--- src/rtl/vector_control_unit_pkg.sv ---
// Shared types and ISA decode constants for the SIMD AES vector control unit.
package cu_pkg;

  typedef struct packed {
    logic       PCSrc;
    logic       RegWrite;
    logic       RegWriteV;
    logic       MemtoReg;
    logic       MemWrite;
    logic       ALUSel;
    logic       Branch;
    logic       ALUSrc;
    logic       MemSrc;
    logic [2:0] ALUControl;
    logic [1:0] FlagWrite;
    logic [1:0] ImmSrc;
    logic [1:0] RegSrc;
    logic [1:0] MemData;
  } ctrl_t;

  typedef enum logic [1:0] {
    ST_IDLE   = 2'd0,
    ST_SCALAR = 2'd1,
    ST_VEC    = 2'd2
  } cu_state_e;

  // Opcode[5:4] selects the instruction class.
  localparam logic [1:0] OPC_CLASS_ALU  = 2'b00;
  localparam logic [1:0] OPC_CLASS_MEM  = 2'b01;
  localparam logic [1:0] OPC_CLASS_CTRL = 2'b10;
  localparam logic [1:0] OPC_VEC_CLASS  = 2'b11;

  localparam logic [5:0] OPC_NOP    = 6'h00;
  localparam logic [5:0] OPC_ALU    = 6'h01;
  localparam logic [5:0] OPC_ALUI   = 6'h02;
  localparam logic [5:0] OPC_LOAD   = 6'h10;
  localparam logic [5:0] OPC_STORE  = 6'h11;
  localparam logic [5:0] OPC_BRANCH = 6'h20;
  localparam logic [5:0] OPC_VALU   = 6'h30;
  localparam logic [5:0] OPC_VLOAD  = 6'h31;
  localparam logic [5:0] OPC_VSTORE = 6'h32;
  localparam logic [5:0] OPC_VAES   = 6'h33;

  localparam logic [2:0] ALU_CMP     = 3'b001;
  localparam logic [1:0] IMM_ALU     = 2'b00;
  localparam logic [1:0] IMM_MEM     = 2'b01;
  localparam logic [1:0] IMM_BRANCH  = 2'b10;
  localparam logic [1:0] REGSRC_BR   = 2'b01;
  localparam logic [1:0] REGSRC_ST   = 2'b10;
  localparam logic [1:0] MEMDATA_VEC = 2'b11;

endpackage

--- src/rtl/vector_control_unit_decode.sv ---
// Combinational ISA decode from opcode/function fields into a ctrl_t bundle.
module cu_decode
  import cu_pkg::*;
(
  input  logic [5:0] opcode_i,
  input  logic [2:0] func_i,
  output ctrl_t      ctrl_o,
  output logic       isVec_o
);

  assign isVec_o = (opcode_i[5:4] == OPC_VEC_CLASS);

  // PCSrc depends on Rd, so it is resolved by the top level, not here.
  always_comb begin
    ctrl_o = '0;
    case (opcode_i)
      OPC_ALU: begin
        ctrl_o.RegWrite   = 1'b1;
        ctrl_o.ALUControl = func_i;
        ctrl_o.FlagWrite  = 2'b11;
      end
      OPC_ALUI: begin
        ctrl_o.RegWrite   = 1'b1;
        ctrl_o.ALUSrc     = 1'b1;
        ctrl_o.ALUControl = func_i;
        ctrl_o.FlagWrite  = 2'b01;
        ctrl_o.ImmSrc     = IMM_ALU;
      end
      OPC_LOAD: begin
        ctrl_o.RegWrite = 1'b1;
        ctrl_o.MemtoReg = 1'b1;
        ctrl_o.ALUSrc   = 1'b1;
        ctrl_o.ImmSrc   = IMM_MEM;
        ctrl_o.MemData  = func_i[1:0];
      end
      OPC_STORE: begin
        ctrl_o.MemWrite = 1'b1;
        ctrl_o.ALUSrc   = 1'b1;
        ctrl_o.ImmSrc   = IMM_MEM;
        ctrl_o.RegSrc   = REGSRC_ST;
        ctrl_o.MemData  = func_i[1:0];
      end
      OPC_BRANCH: begin
        ctrl_o.Branch     = 1'b1;
        ctrl_o.ALUControl = ALU_CMP;
        ctrl_o.ImmSrc     = IMM_BRANCH;
        ctrl_o.RegSrc     = REGSRC_BR;
      end
      OPC_VALU: begin
        ctrl_o.RegWriteV  = 1'b1;
        ctrl_o.ALUControl = func_i;
        ctrl_o.FlagWrite  = 2'b11;
      end
      OPC_VLOAD: begin
        ctrl_o.RegWriteV = 1'b1;
        ctrl_o.MemtoReg  = 1'b1;
        ctrl_o.ALUSrc    = 1'b1;
        ctrl_o.MemSrc    = 1'b1;
        ctrl_o.ImmSrc    = IMM_MEM;
        ctrl_o.MemData   = MEMDATA_VEC;
      end
      OPC_VSTORE: begin
        ctrl_o.MemWrite = 1'b1;
        ctrl_o.ALUSrc   = 1'b1;
        ctrl_o.MemSrc   = 1'b1;
        ctrl_o.ImmSrc   = IMM_MEM;
        ctrl_o.RegSrc   = REGSRC_ST;
        ctrl_o.MemData  = MEMDATA_VEC;
      end
      OPC_VAES: begin
        ctrl_o.RegWriteV  = 1'b1;
        ctrl_o.ALUSel     = 1'b1;
        ctrl_o.ALUControl = func_i;
      end
      default: ;
    endcase
  end

endmodule

--- src/rtl/vector_control_unit.sv ---
// Decode/execute control unit: scalar issue, BEATS-long vector sequencing, flush.
// Define CU_PERF_CNT_EN to add saturating vector-issue and stall-cycle counters.
module vector_control_unit
  import cu_pkg::*;
#(
  parameter int unsigned BEATS  = 4,
  parameter logic [4:0]  PC_IDX = 5'd31,
  parameter int unsigned CNT_W  = 32
) (
  input  logic                                         clk,
  input  logic                                         rst_n,
  input  logic                                         InstrValid,
  input  logic [5:0]                                   Opcode,
  input  logic [2:0]                                   Func,
  input  logic [4:0]                                   Rd,
  input  logic                                         Flush,
  output logic                                         Stall,
  output logic                                         CtrlValid,
  output logic                                         PCSrc,
  output logic                                         RegWrite,
  output logic                                         RegWriteV,
  output logic                                         MemtoReg,
  output logic                                         MemWrite,
  output logic                                         ALUSel,
  output logic                                         Branch,
  output logic                                         ALUSrc,
  output logic                                         MemSrc,
  output logic [2:0]                                   ALUControl,
  output logic [1:0]                                   FlagWrite,
  output logic [1:0]                                   ImmSrc,
  output logic [1:0]                                   RegSrc,
  output logic [1:0]                                   MemData,
  output logic [((BEATS > 1) ? $clog2(BEATS) : 1)-1:0] BeatIdx,
  output logic [BEATS-1:0]                             LaneMask,
  output logic                                         LastBeat
`ifdef CU_PERF_CNT_EN
  ,
  output logic [CNT_W-1:0]                             PerfVecCnt,
  output logic [CNT_W-1:0]                             PerfStallCnt
`endif
);

  localparam int unsigned   BW        = (BEATS > 1) ? $clog2(BEATS) : 1;
  localparam logic [BW-1:0] LAST_BEAT = BW'(BEATS - 1);

  cu_state_e state_q, state_d;
  logic [BW-1:0] beat_q, beat_d;
  ctrl_t ctrl_q, ctrl_d;

  ctrl_t decCtrl;
  ctrl_t issueCtrl;
  ctrl_t ctrlOut;
  logic  decIsVec;
  logic  accept;
  logic  vecLast;

  cu_decode u_decode (
    .opcode_i (Opcode),
    .func_i   (Func),
    .ctrl_o   (decCtrl),
    .isVec_o  (decIsVec)
  );

  assign accept  = InstrValid && !Stall && !Flush;
  assign vecLast = (beat_q == LAST_BEAT);

  // Vector ops never redirect; scalar redirect covers branches and writes to the PC register.
  always_comb begin
    issueCtrl = decCtrl;
    if (decIsVec) begin
      issueCtrl.Branch = 1'b0;
      issueCtrl.PCSrc  = 1'b0;
    end else begin
      issueCtrl.PCSrc = decCtrl.Branch | (decCtrl.RegWrite && (Rd == PC_IDX));
    end
  end

  always_comb begin
    state_d = state_q;
    beat_d  = beat_q;
    ctrl_d  = ctrl_q;
    if (Flush) begin
      state_d = ST_IDLE;
      beat_d  = '0;
      ctrl_d  = '0;
    end else if (accept) begin
      state_d = decIsVec ? ST_VEC : ST_SCALAR;
      beat_d  = '0;
      ctrl_d  = issueCtrl;
    end else if (state_q == ST_VEC && !vecLast) begin
      beat_d = beat_q + BW'(1);
    end else begin
      state_d = ST_IDLE;
      beat_d  = '0;
      ctrl_d  = '0;
    end
  end

  always_ff @(posedge clk or negedge rst_n) begin
    if (!rst_n) begin
      state_q <= ST_IDLE;
      beat_q  <= '0;
      ctrl_q  <= '0;
    end else begin
      state_q <= state_d;
      beat_q  <= beat_d;
      ctrl_q  <= ctrl_d;
    end
  end

  // Flag updates are held back until the final lane slice has been processed.
  always_comb begin
    ctrlOut   = '0;
    CtrlValid = 1'b0;
    Stall     = 1'b0;
    LastBeat  = 1'b0;
    BeatIdx   = '0;
    LaneMask  = '0;
    case (state_q)
      ST_SCALAR: begin
        ctrlOut   = ctrl_q;
        CtrlValid = 1'b1;
        LastBeat  = 1'b1;
        LaneMask  = '1;
      end
      ST_VEC: begin
        ctrlOut   = ctrl_q;
        CtrlValid = 1'b1;
        LastBeat  = vecLast;
        Stall     = !vecLast;
        BeatIdx   = beat_q;
        LaneMask  = BEATS'(1) << beat_q;
        if (!vecLast) ctrlOut.FlagWrite = '0;
      end
      default: ;
    endcase
  end

  assign PCSrc      = ctrlOut.PCSrc;
  assign RegWrite   = ctrlOut.RegWrite;
  assign RegWriteV  = ctrlOut.RegWriteV;
  assign MemtoReg   = ctrlOut.MemtoReg;
  assign MemWrite   = ctrlOut.MemWrite;
  assign ALUSel     = ctrlOut.ALUSel;
  assign Branch     = ctrlOut.Branch;
  assign ALUSrc     = ctrlOut.ALUSrc;
  assign MemSrc     = ctrlOut.MemSrc;
  assign ALUControl = ctrlOut.ALUControl;
  assign FlagWrite  = ctrlOut.FlagWrite;
  assign ImmSrc     = ctrlOut.ImmSrc;
  assign RegSrc     = ctrlOut.RegSrc;
  assign MemData    = ctrlOut.MemData;

`ifdef CU_PERF_CNT_EN
  logic [CNT_W-1:0] perfVec_q, perfStall_q;

  // Counters saturate rather than wrap so a long run never reports a small value.
  always_ff @(posedge clk or negedge rst_n) begin
    if (!rst_n) begin
      perfVec_q   <= '0;
      perfStall_q <= '0;
    end else begin
      if (accept && decIsVec && perfVec_q != '1) perfVec_q <= perfVec_q + CNT_W'(1);
      if (Stall && perfStall_q != '1) perfStall_q <= perfStall_q + CNT_W'(1);
    end
  end

  assign PerfVecCnt   = perfVec_q;
  assign PerfStallCnt = perfStall_q;
`endif

endmodule

--- config.mk ---
export PLATFORM = sky130hd
export DESIGN_NAME = vector_control_unit
export DESIGN_NICKNAME = d
export VERILOG_FILES = /design/src/rtl/vector_control_unit_pkg.sv /design/src/rtl/vector_control_unit_decode.sv /design/src/rtl/vector_control_unit.sv
export SDC_FILE = /design/constraint.sdc
export NUM_CORES = 1
export LEC_CHECK = 0
export ABC_AREA = 1
export BUFFER_PORTS_ARGS = -buffer_cell sky130_fd_sc_hd__buf_2
export CAP_MARGIN = 40
export CORE_MARGIN = 2
export CORE_UTILIZATION = 46
export DETAILED_ROUTE_END_ITERATION = 8
export PLACE_DENSITY = 0.75
export SYNTH_ARGS = -nofsm -noshare
export SYNTH_HDL_FRONTEND = slang
export SYNTH_HIERARCHICAL = 1
export SYNTH_SLANG_ARGS = --single-unit
--- constraint.sdc ---
create_clock -name clk -period 1.4 [get_ports clk]
set_input_delay 0.28 -clock clk [delete_from_list [all_inputs] [get_ports clk]]
set_output_delay 0.28 -clock clk [all_outputs]
set_load 0.01 [all_outputs]
==> metrics.md, run 1 <==
| Metric | Value |
|---|---|
| Status | `complete, but fails checks` |
| Failing checks | `setup timing` |
| RR Endpoint | `ctrl_q[4]$_DFFE_PN0P_` |
| Sequential Power Share | `0.533` |
| Power Internal | `approximately 930 uW` |
| Hold Crit Class | `primary input to flip-flop` |
| Starting Density | `0.474` |
| Clk sinks | `24` |
| Logic pwr share | `0.234` |
| First-pass GRT wire length | `around 7.3 mm` |
| Worst slew margin | `0.542` |
| Vias per std cell | `between 5 and 6` |
| Critical Path End | `ALUSrc` |
| CTS clk-pin slew, worst paths | `130 ps` |
| PortBufs | `46` |
| Total routed wirelength | `5.05 mm` |
| Post-synthesis net count | `244` |
| Flop2flop setup slack | `-170 ps` |
| Layout cells sized above 1 | `0.556` |
| CTS tree | `yes` |
| R2R depth | `9` |
| Area grow syn2layout | `72.0%` |
| # DRC | `0` |
| P per Cell Area | `between 400 and 500 nW/um^2` |
| Crit Reg-Reg Startpoint | `state_q[0]$_DFFE_PN0P_` |
| Leakage | `~1.3 nW` |
| Skew-Pair Late Insertion Delay | `320 ps` |
| Vias in the first global route | `1643` |
| WL per Instance | `approximately 15 um` |
| Fin. max-slew vios | `0` |
| Fin crit period | `approximately 2000 ps` |
| Accumulated negative setup slack | `-17790 ps` |
| Worst EP arrival | `1700 ps` |
| CP Capture Type | `output pin` |
| Pre-CTS WS | `-159 ps` |
| Power Total | `around 1.3 mW` |
| Tcrit/Tclk final | `1.42` |
| All-layer global routing usage | `0.235` |
| Core Rows | `21` |
| Clk buf depth | `2` |
| Die width | `~62 um` |
| Cell area after synthesis | `approximately 1600 um^2` |
| N_diodes | `0` |
| WS Path Type | `flip-flop to output pin` |
| Largest net degree at the start of global routing | `25` |
| Clock share of power | `0.233` |
| Final setup vio count | `53` |
| Synthesized instance count | `220` |
| Final worst slack | `-581 ps` |
| DIE AREA | `3890 um^2` |
| Grt total ovfl | `0` |
| Worst Path Required | `between 1000 and 1500 ps` |
| ANT nets after route | `0` |
| Slew @ Worst Pin | `686 ps` |
| Fmax achieved | `~500 MHz` |
| Crit-path max FO | `7` |
| DR vias | `about 1700` |
| Initial antenna violation count | `0` |
| GP Congestion | `0.811` |
| DRT iter0 DRCs | `85` |
| Switching fraction of total power | `0.293` |
| Synthesized area per cell | `between 7 and 8 um^2` |
| Final nets | `about 330` |
| CTS Buf Count | `3` |
| Crit path launch | `state_q[0]$_DFFE_PN0P_` |
| CTS H-tree depth | `1` |
| Ys Warns | `6` |
| Endpoints failing hold | `0` |
| Clock root buffer | `clkbuf_4` |
| RSZ-0062 raised after global routing | `true` |
| # IOs | `between 40 and 50` |
| Die H | `roughly 62 um` |
| P_sw | `roughly 390 uW` |
| Worst vdd ir | `383 uV` |
| First-pass iteration count of the detailed router | `4` |
| Area after DPL | `2100 um^2` |
| DPL Wire Length | `2.68 mm` |
| Final Cell Area | `2700 um^2` |
| Maxcap violations | `0` |
| Critical Path Start Type | `flip-flop` |
| Core area | `around 3300 um^2` |
| Clock skew | `approximately 1.6 ps` |
| Post-layout util | `0.814` |
-- area by class of cell --
class	instances	area, um^2
inverters	51	199
flip-flops and latches	24	602
fillers	211	614
clock buffers	3	22.5
well taps	46	57.6
multi-input cells	139	1080
repair buffers	85	736
-- critical path, cell delays in order, from the launching register on --
cell,delay (ps)
dfrtp_1,420
buf_4,160
ha_4,170
o21ai_4,180
buf_12,140
buf_12,140
nor2_4,40
buf_6,120
-- layout by cell type, fill, tap and decap left out --
| master | n |
|---|---|
| inv_4 | 3 |
| dfrtp_1 | 23 |
| nor3_1 | 2 |
| inv_2 | 6 |
| dlygate4sd3_1 | 1 |
| buf_6 | 28 |
| nand2_4 | 4 |
| nand3_2 | 3 |
| nor2_2 | 11 |
| dfrtp_2 | 1 |
| nand3_1 | 20 |
| ha_2 | 1 |
| o21ai_2 | 20 |
| o21ai_4 | 1 |
| buf_2 | 27 |
| nand2_2 | 2 |
| nand2_1 | 31 |
| buf_16 | 1 |
| buf_4 | 25 |
| nor2_1 | 9 |
| ha_4 | 2 |
| clkbuf_4 | 3 |
| nand2_8 | 4 |
| buf_12 | 3 |
| o21ai_1 | 1 |
| inv_1 | 42 |
| nand4_1 | 2 |
| nor2_4 | 19 |
| nor2_8 | 1 |
| ha_1 | 3 |
| o22ai_2 | 3 |
-- sequential cells by signal, summed over array words and instances (netlist names) --
register  cells
state_q       2
beat_q        2
ctrl_q       20
-- power groups by stage --
stage | Combinational (mW) | Clock [mW] | Sequential [mW]
after floorplan | 0.119 | 0 | 0.716
after global placement | 0.209 | 0 | 0.716
after detailed placement | 0.213 | 0 | 0.717
after CTS | 0.279 | 0.302 | 0.705
after global routing | 0.337 | 0.328 | 0.705
final | 0.309 | 0.307 | 0.704
-- worst min path at each step --
stage | slack (ps) | cells after the start | start | endpoint
floorplan | -20 | 0 | rst_n | beat_q[0]$_DFF_PN0_
CTS | 310 | 5 | Func[1] | ctrl_q[9]$_DFFE_PN0P_
finish | 310 | 5 | Func[2] | ctrl_q[10]$_DFFE_PN0P_
global placement | 280 | 1 | rst_n | ctrl_q[14]$_DFFE_PN0P_
detailed placement | 290 | 1 | rst_n | ctrl_q[14]$_DFFE_PN0P_
global route | 330 | 5 | Func[2] | ctrl_q[10]$_DFFE_PN0P_
-- metal layers --
layer | share of wire | vias to the layer above | global-route usage
met5 | 0 | - | 0
met4 | 0.024 | 0 | 0.0889
met3 | 0.046 | 15 | 0.0288
met2 | 0.52 | 71 | 0.442
met1 | 0.41 | 820 | 0.273
li1 | - | 835 | -
-- what timing repair did --
action,CTS,global route
setup buffers,7,8
resized for setup,59,33
endpoints found under the hold margin,24,0
endpoints found under the setup margin,50,53
hold buffers,1,0
pin swaps,5,8
cloned,5,0
-- metrics by stage --
stage | std cells | hold slack (ps)
finish | 348 | 313
detailed placement | 326 | 285
floorplan | 220 | -15.6
global placement | 326 | 279
CTS | 341 | 309
global route | 348 | 331
Note: power is estimated with default switching activity, not from simulation.
==> run 2: changes to the inputs <==
Settings changed: MAX_ROUTING_LAYER set to met4.
==> run 2 against run 1 <==
The flow still finishes with violations (setup timing). Sequential share of layout area stayed put. Die area stayed put. Clock power about the same. Hold slack better by 8.3 ps. Core utilization unchanged. Sequential power hardly changed. Via count is 0.23% lower. Critical endpoint unchanged. Combinational power barely moved. Clock skew rose by 2.8 ps. First-iteration DRC count down 16%.
==> metrics.md, run 2 (synthesis results as in run 1) <==
| Metric | Value |
|---|---|
| Status | `complete, but fails checks` |
| Failing checks | `setup timing` |
| DRT iter0 DRCs | `71 (-16%)` |
| Top flop regs | `ctrl_q: 20 flops, beat_q: 2 flops, state_q: 2 flops` |
| Number of flip-flops in the largest register | `20 (unchanged)` |
| Clock root buffer | `clkbuf_4` |
| Hold Crit Class | `primary input to flip-flop` |
| Flop2flop setup slack | `-170 ps (about the same)` |
| Slew @ Worst Pin | `682 ps (-4.07 ps)` |
| WL per Instance | `14.4 um (-0.44%)` |
| Worst vdd ir | `381 uV (-0.60%)` |
| Total routed wirelength | `5.02 mm (-0.44%)` |
| Hold path cells | `5 (unchanged)` |
| DIE AREA | `3890 um^2 (unchanged)` |
| FF+latch area | `602 um^2 (unchanged)` |
| Die width | `62.4 um (unchanged)` |
| Most frequent cells in the layout | `inv_1, nand2_1, buf_6, buf_2, buf_4` |
| Critical Path Start Type | `flip-flop` |
| Fin. max-slew vios | `0 (unchanged)` |
| Power Internal | `934 uW (about the same)` |
| DPL Wire Length | `2.68 mm (unchanged)` |
| Maxcap violations | `0 (unchanged)` |
| Clock skew | `4.40 ps (+2.76 ps)` |
| Area after DPL | `2100 um^2 (unchanged)` |
| Fmax achieved | `504 MHz (about the same)` |
| CTS clk-pin slew, worst paths | `130 ps (about the same)` |
| ANT nets after route | `0 (unchanged)` |
| CTS H-tree depth | `1 (unchanged)` |
| GP Congestion | `0.823 (+1.5%)` |
| Tcrit/Tclk final | `1.42 (about the same)` |
| Final setup vio count | `53 (unchanged)` |
| Vias in the first global route | `1646 (+0.18%)` |
| Pre-CTS WS | `-159 ps (unchanged)` |
| Most common cell after layout, fill and taps aside | `inv_1` |
| Power Total | `1.32 mW (-0.24%)` |
| N_diodes | `0 (unchanged)` |
| Core Rows | `21 (unchanged)` |
| Worst EP arrival | `1700 ps (about the same)` |
| Crit Reg-Reg Startpoint | `state_q[0]$_DFFE_PN0P_` |
| Final worst slack | `-582 ps (-1.05 ps)` |
| Final Cell Area | `2700 um^2 (unchanged)` |
| Fin crit period | `1980 ps (+1.05 ps)` |
| Final nets | `328 (unchanged)` |
| Clk buf depth | `2 (unchanged)` |
| Endpoints failing hold | `0 (unchanged)` |
| RSZ-0062 raised after global routing | `true` |
| Clk sinks | `24 (unchanged)` |
| All-layer global routing usage | `0.242 (+0.00676)` |
| Leakage | `1.32 nW (unchanged)` |
| Post-layout util | `0.814 (unchanged)` |
| Switching fraction of total power | `0.291 (-0.00150)` |
| # IOs | `47 (unchanged)` |
| PortBufs | `46 (unchanged)` |
| Grt total ovfl | `0 (unchanged)` |
| R2R depth | `9 (unchanged)` |
| P_sw | `384 uW (-0.75%)` |
| Fillers | `211 (unchanged)` |
| Crit-path max FO | `7 (unchanged)` |
| Clock share of power | `0.230 (-0.003)` |
| CP Capture Type | `output pin` |
| Worst Hold End | `ctrl_q[10]$_DFFE_PN0P_` |
| Vias per std cell | `4.99 (-0.23%)` |
| Largest Register | `ctrl_q` |
| Starting Density | `0.474 (unchanged)` |
| Layout cells sized above 1 | `0.556 (unchanged)` |
| P per Cell Area | `489 nW/um^2 (-0.24%)` |
| Hold path startpoint | `Func[2]` |
| WS Path Type | `flip-flop to output pin` |
| Initial antenna violation count | `0 (unchanged)` |
| Skew-Pair Late Insertion Delay | `310 ps (about the same)` |
| RR Endpoint | `ctrl_q[4]$_DFFE_PN0P_` |
| Sequential Power Share | `0.535 (+0.002)` |
| CTS Buf Count | `3 (unchanged)` |
| Largest net degree at the start of global routing | `25 (unchanged)` |
| Core area | `3310 um^2 (unchanged)` |
| Worst slew margin | `0.545 (+0.00272)` |
| First-pass GRT wire length | `7.27 mm (about the same)` |
| Worst Path Required | `1120 ps (about the same)` |
| Multi-input logic area | `1080 um^2 (unchanged)` |
| CTS tree | `yes` |
| Logic pwr share | `0.235 (about the same)` |
| DR vias | `1737 (-0.23%)` |
| Area grow syn2layout | `72.0% (unchanged)` |
| Die H | `62.4 um (unchanged)` |
| First-pass iteration count of the detailed router | `6 (+2)` |
| # DRC | `0 (unchanged)` |
run 2: cell counts in the layout (fill, tap and decap cells not counted):
Identical to the previous run, type by type.
run 2: metrics by stage:
step / hold slack, ps / setup TNS, ps / std cells
6_report: 321 / -17930 / 348
5_1_grt: 331 / -20770 / 348
4_1_cts: 309 / -14230 / 341
3_5_place_dp: 285 / -3290 / 326
3_3_place_gp: 279 / -2090 / 326
2_1_floorplan: -15.6 / 0 / 220
run 2: worst max-delay path: stages (launching register included):
cell     delay [ps]
dfrtp_1         420
buf_4           160
ha_4            170
o21ai_4         180
buf_12          140
buf_12          140
nor2_4           40
buf_6           120
run 2: how the worst max path moves through the flow:
| stage | end | startpoint | cells after the start |
|---|---|---|---|
| floorplan | LaneMask[3] | state_q[0]$_DFFE_PN0P_ | 7 |
| global placement | ALUSrc | state_q[0]$_DFFE_PN0P_ | 7 |
| detailed placement | ALUSrc | state_q[1]$_DFFE_PN0P_ | 6 |
| CTS | RegWrite | state_q[0]$_DFFE_PN0P_ | 8 |
| global route | Branch | state_q[0]$_DFFE_PN0P_ | 7 |
| finish | ALUSrc | state_q[0]$_DFFE_PN0P_ | 7 |
run 2: layout make-up:
cell class,instances,share of cell area
clock buffer,3,0.00835
inverter,51,0.0738
multi-input combinational,139,0.400
sequential,24,0.223
tap,46,0.0213
timing repair buffer,85,0.273
run 2: repair_timing:
item | in CTS | in global routing
setup endpoints to repair | 50 | 53
buffers inserted | 7 | 8
hold buffers | 1 | 0
hold endpoints to repair | 24 | 0
cloned | 5 | 0
gates resized for setup | 59 | 33
pin swaps | 5 | 8
run 2: routing by layer:
| metal | vias to the layer above | global-route usage | wire, um |
|---|---|---|---|
| met5 | - | - | 0 |
| met2 | 67 | 0.442 | 2620 |
| met4 | 0 | 0.0889 | 100 |
| met1 | 824 | 0.273 | 2030 |
| met3 | 12 | 0.0288 | 265 |
| li1 | 834 | - | - |
run 2: power by group through the flow:
stage / Clock (mW) / Sequential, mW / Combinational [mW]
2_1_floorplan: 0 / 0.716 / 0.119
3_3_place_gp: 0 / 0.716 / 0.209
3_5_place_dp: 0 / 0.717 / 0.213
4_1_cts: 0.302 / 0.705 / 0.279
5_1_grt: 0.328 / 0.705 / 0.337
6_report: 0.304 / 0.705 / 0.310
==> run 3: changes to the inputs <==
Settings changed: CORE_UTILIZATION 46 to 51, PLACE_DENSITY 0.75 to 0.79.
Clock period 1.4 ns to 2.05 ns, I/O delays scaled along.
==> run 3 against run 2 <==
The flow now finishes without violations. Count of clock-buffer cells in the layout up 1. Via count fell by 15%. Clock power down 19%. Hold slack worse by 260 ps. Clock skew rose by 2.2 ps. Worst setup slack improved by 650 ps. Critical path type unchanged. Critical endpoint is now RegSrc[1].
==> metrics.md, run 3 (synthesis results as in run 1) <==
| Metric | Value |
|---|---|
| Status | `complete, no violations` |
| Core Rows | `20 (-4.8%)` |
| Crit Reg-Reg Startpoint | `beat_q[0]$_DFF_PN0_` |
| Clock skew | `6.62 ps (+2.22 ps)` |
| Final worst slack | `70.0 ps (+652 ps)` |
| Largest Register | `ctrl_q` |
| Vias per std cell | `4.92 (-1.5%)` |
| Vias in the first global route | `1153 (-30%)` |
| P_sw | `221 uW (-42%)` |
| CTS H-tree depth | `1 (unchanged)` |
| Fin crit period | `approximately 2000 ps` |
| Number of flip-flops in the largest register | `20 (unchanged)` |
| Die width | `59.4 um (-4.7%)` |
| CTS Buf Count | `3 (unchanged)` |
| Layout cells sized above 1 | `0.313 (-0.243)` |
| Sequential Power Share | `0.564 (+0.029)` |
| Final setup vio count | `0 (-100%)` |
| Power Internal | `631 uW (-33%)` |
| First-pass iteration count of the detailed router | `4 (-2)` |
| Initial antenna violation count | `0 (unchanged)` |
| DIE AREA | `3530 um^2 (-9.2%)` |
| Worst Path Required | `1640 ps (+520 ps)` |
| Die H | `59.4 um (-4.7%)` |
| # DRC | `0 (unchanged)` |
| Crit path launch | `state_q[1]$_DFFE_PN0P_` |
| Starting Density | `0.526 (+0.0529)` |
| R2R depth | `7 (-2)` |
| # IOs | `47 (unchanged)` |
| CTS clk-pin slew, worst paths | `130 ps (about the same)` |
| Worst EP arrival | `1570 ps (-130 ps)` |
| WS Path Type | `flip-flop to output pin` |
| Fmax achieved | `roughly 510 MHz` |
| First-pass GRT wire length | `5.04 mm (-31%)` |
| Critical Path Start Type | `flip-flop` |
| Hold-fix buffers, CTS | `0 (-1)` |
| WL per Instance | `10.5 um (-27%)` |
| Hold Crit Class | `primary input to async pin` |
| Maxcap violations | `0 (unchanged)` |
| DPL Wire Length | `2.31 mm (-14%)` |
| Leakage | `1.07 nW (-19%)` |
| Clk buf depth | `2 (unchanged)` |
| Top flop regs | `ctrl_q: 20 flops, beat_q: 2 flops, state_q: 2 flops` |
| Clock share of power | `0.290 (+0.060)` |
| CTS tree | `yes` |
| Total routed wirelength | `3.17 mm (-37%)` |
| Worst vdd ir | `218 uV (-43%)` |
| ANT nets after route | `0 (unchanged)` |
| Grt total ovfl | `0 (unchanged)` |
| Slew @ Worst Pin | `538 ps (-144 ps)` |
| Clk sinks | `24 (unchanged)` |
| Final nets | `293 (-11%)` |
| GP Congestion | `0.883 (+7.3%)` |
| Post-layout util | `0.642 (-0.173)` |
| DRT iter0 DRCs | `40 (-44%)` |
| Critical Path End | `RegSrc[1]` |
| Hold slack final | `61.2 ps (-260 ps)` |
| DR vias | `1480 (-15%)` |
| P per Cell Area | `446 nW/um^2 (-8.8%)` |
| Skew-Pair Late Insertion Delay | `310 ps (about the same)` |
| Fillers | `280 (+33%)` |
| PortBufs | `46 (unchanged)` |
| Worst slew margin | `0.641 (+0.0965)` |
| Most frequent cells in the layout | `inv_1, buf_2, nand2_1, nor2_1, dfrtp_1` |
| Crit-path max FO | `9 (+2)` |
| RR Endpoint | `ctrl_q[19]$_DFFE_PN0P_` |
| Core area | `2980 um^2 (-10%)` |
| Tcrit/Tclk final | `0.966` |
| Area grow syn2layout | `21.9%` |
| Fin. max-slew vios | `0 (unchanged)` |
| All-layer global routing usage | `0.190 (-0.0516)` |
| Endpoints failing hold | `0 (unchanged)` |
| Flop2flop setup slack | `550 ps (+720 ps)` |
| N_diodes | `0 (unchanged)` |
| Largest net degree at the start of global routing | `25 (unchanged)` |
| Logic pwr share | `0.146 (-0.089)` |
| CP Capture Type | `output pin` |
| Switching fraction of total power | `0.260 (-0.0314)` |
| Clock root buffer | `clkbuf_4` |
| Pre-CTS WS | `348 ps (+507 ps)` |
-- run 3: per-layer routing --
| layer | part of all wire | track usage |
|---|---|---|
| met1 | 0.47 | 0.260 |
| met2 | 0.47 | 0.306 |
| met3 | 0.049 | 0.0218 |
| met4 | 0.011 | 0.0390 |
| met5 | 0 | - |
-- run 3: power groups by stage --
| stage | clock network [mW] | logic, mW | registers (mW) |
|---|---|---|---|
| final | 0.247 | 0.125 | 0.480 |
| after global routing | 0.271 | 0.140 | 0.481 |
| after floorplan | 0 | 0.0667 | 0.489 |
| after detailed placement | 0 | 0.112 | 0.489 |
| after global placement | 0 | 0.111 | 0.489 |
| after CTS | 0.248 | 0.113 | 0.480 |
-- run 3: worst min path at each step --
stage	start	endpoint	slack, ps	cells after the start
finish	rst_n	ctrl_q[4]$_DFFE_PN0P_	60	1
global route	rst_n	ctrl_q[4]$_DFFE_PN0P_	90	1
CTS	rst_n	ctrl_q[4]$_DFFE_PN0P_	80	1
detailed placement	rst_n	beat_q[0]$_DFF_PN0_	420	1
global placement	rst_n	beat_q[0]$_DFF_PN0_	420	1
floorplan	rst_n	beat_q[0]$_DFF_PN0_	110	0
-- run 3: what timing repair did --
action / in CTS / in global routing
endpoints found under the setup margin: 4 / 25
pin swaps: 0 / 1
setup buffers: 0 / 2
gates cloned: 0 / 1
resized for setup: 1 / 16
-- run 3: final cells by class --
cell class / instances / area (um^2) / area share
Clock buffer: 4 / 36.3 / 0.0190
Tap cell: 33 / 41.3 / 0.0216
Inverter: 51 / 194 / 0.102
Multi-Input combinational cell: 136 / 744 / 0.390
Sequential cell: 24 / 601 / 0.314
Timing Repair Buffer: 53 / 294 / 0.154
-- run 3: critical path, stage by stage, from the launching register on --
cell and delay (ps):
dfrtp_1 410, buf_6 120, ha_4 170, o21ai_4 200, buf_6 170, nor2_1 50
buf_2 130
-- run 3: per-stage QoR --
step / instances / power [mW] / setup TNS [ps] / instance area, um^2
floorplan: 220 / 0.555 / 0 / 1570
CTS: 298 / 0.841 / 0 / 1840
global placement: 294 / 0.599 / 0 / 1800
global route: 301 / 0.891 / -45.4 / 1910
detailed placement: 294 / 0.601 / 0 / 1800
finish: 301 / 0.852 / 0 / 1910
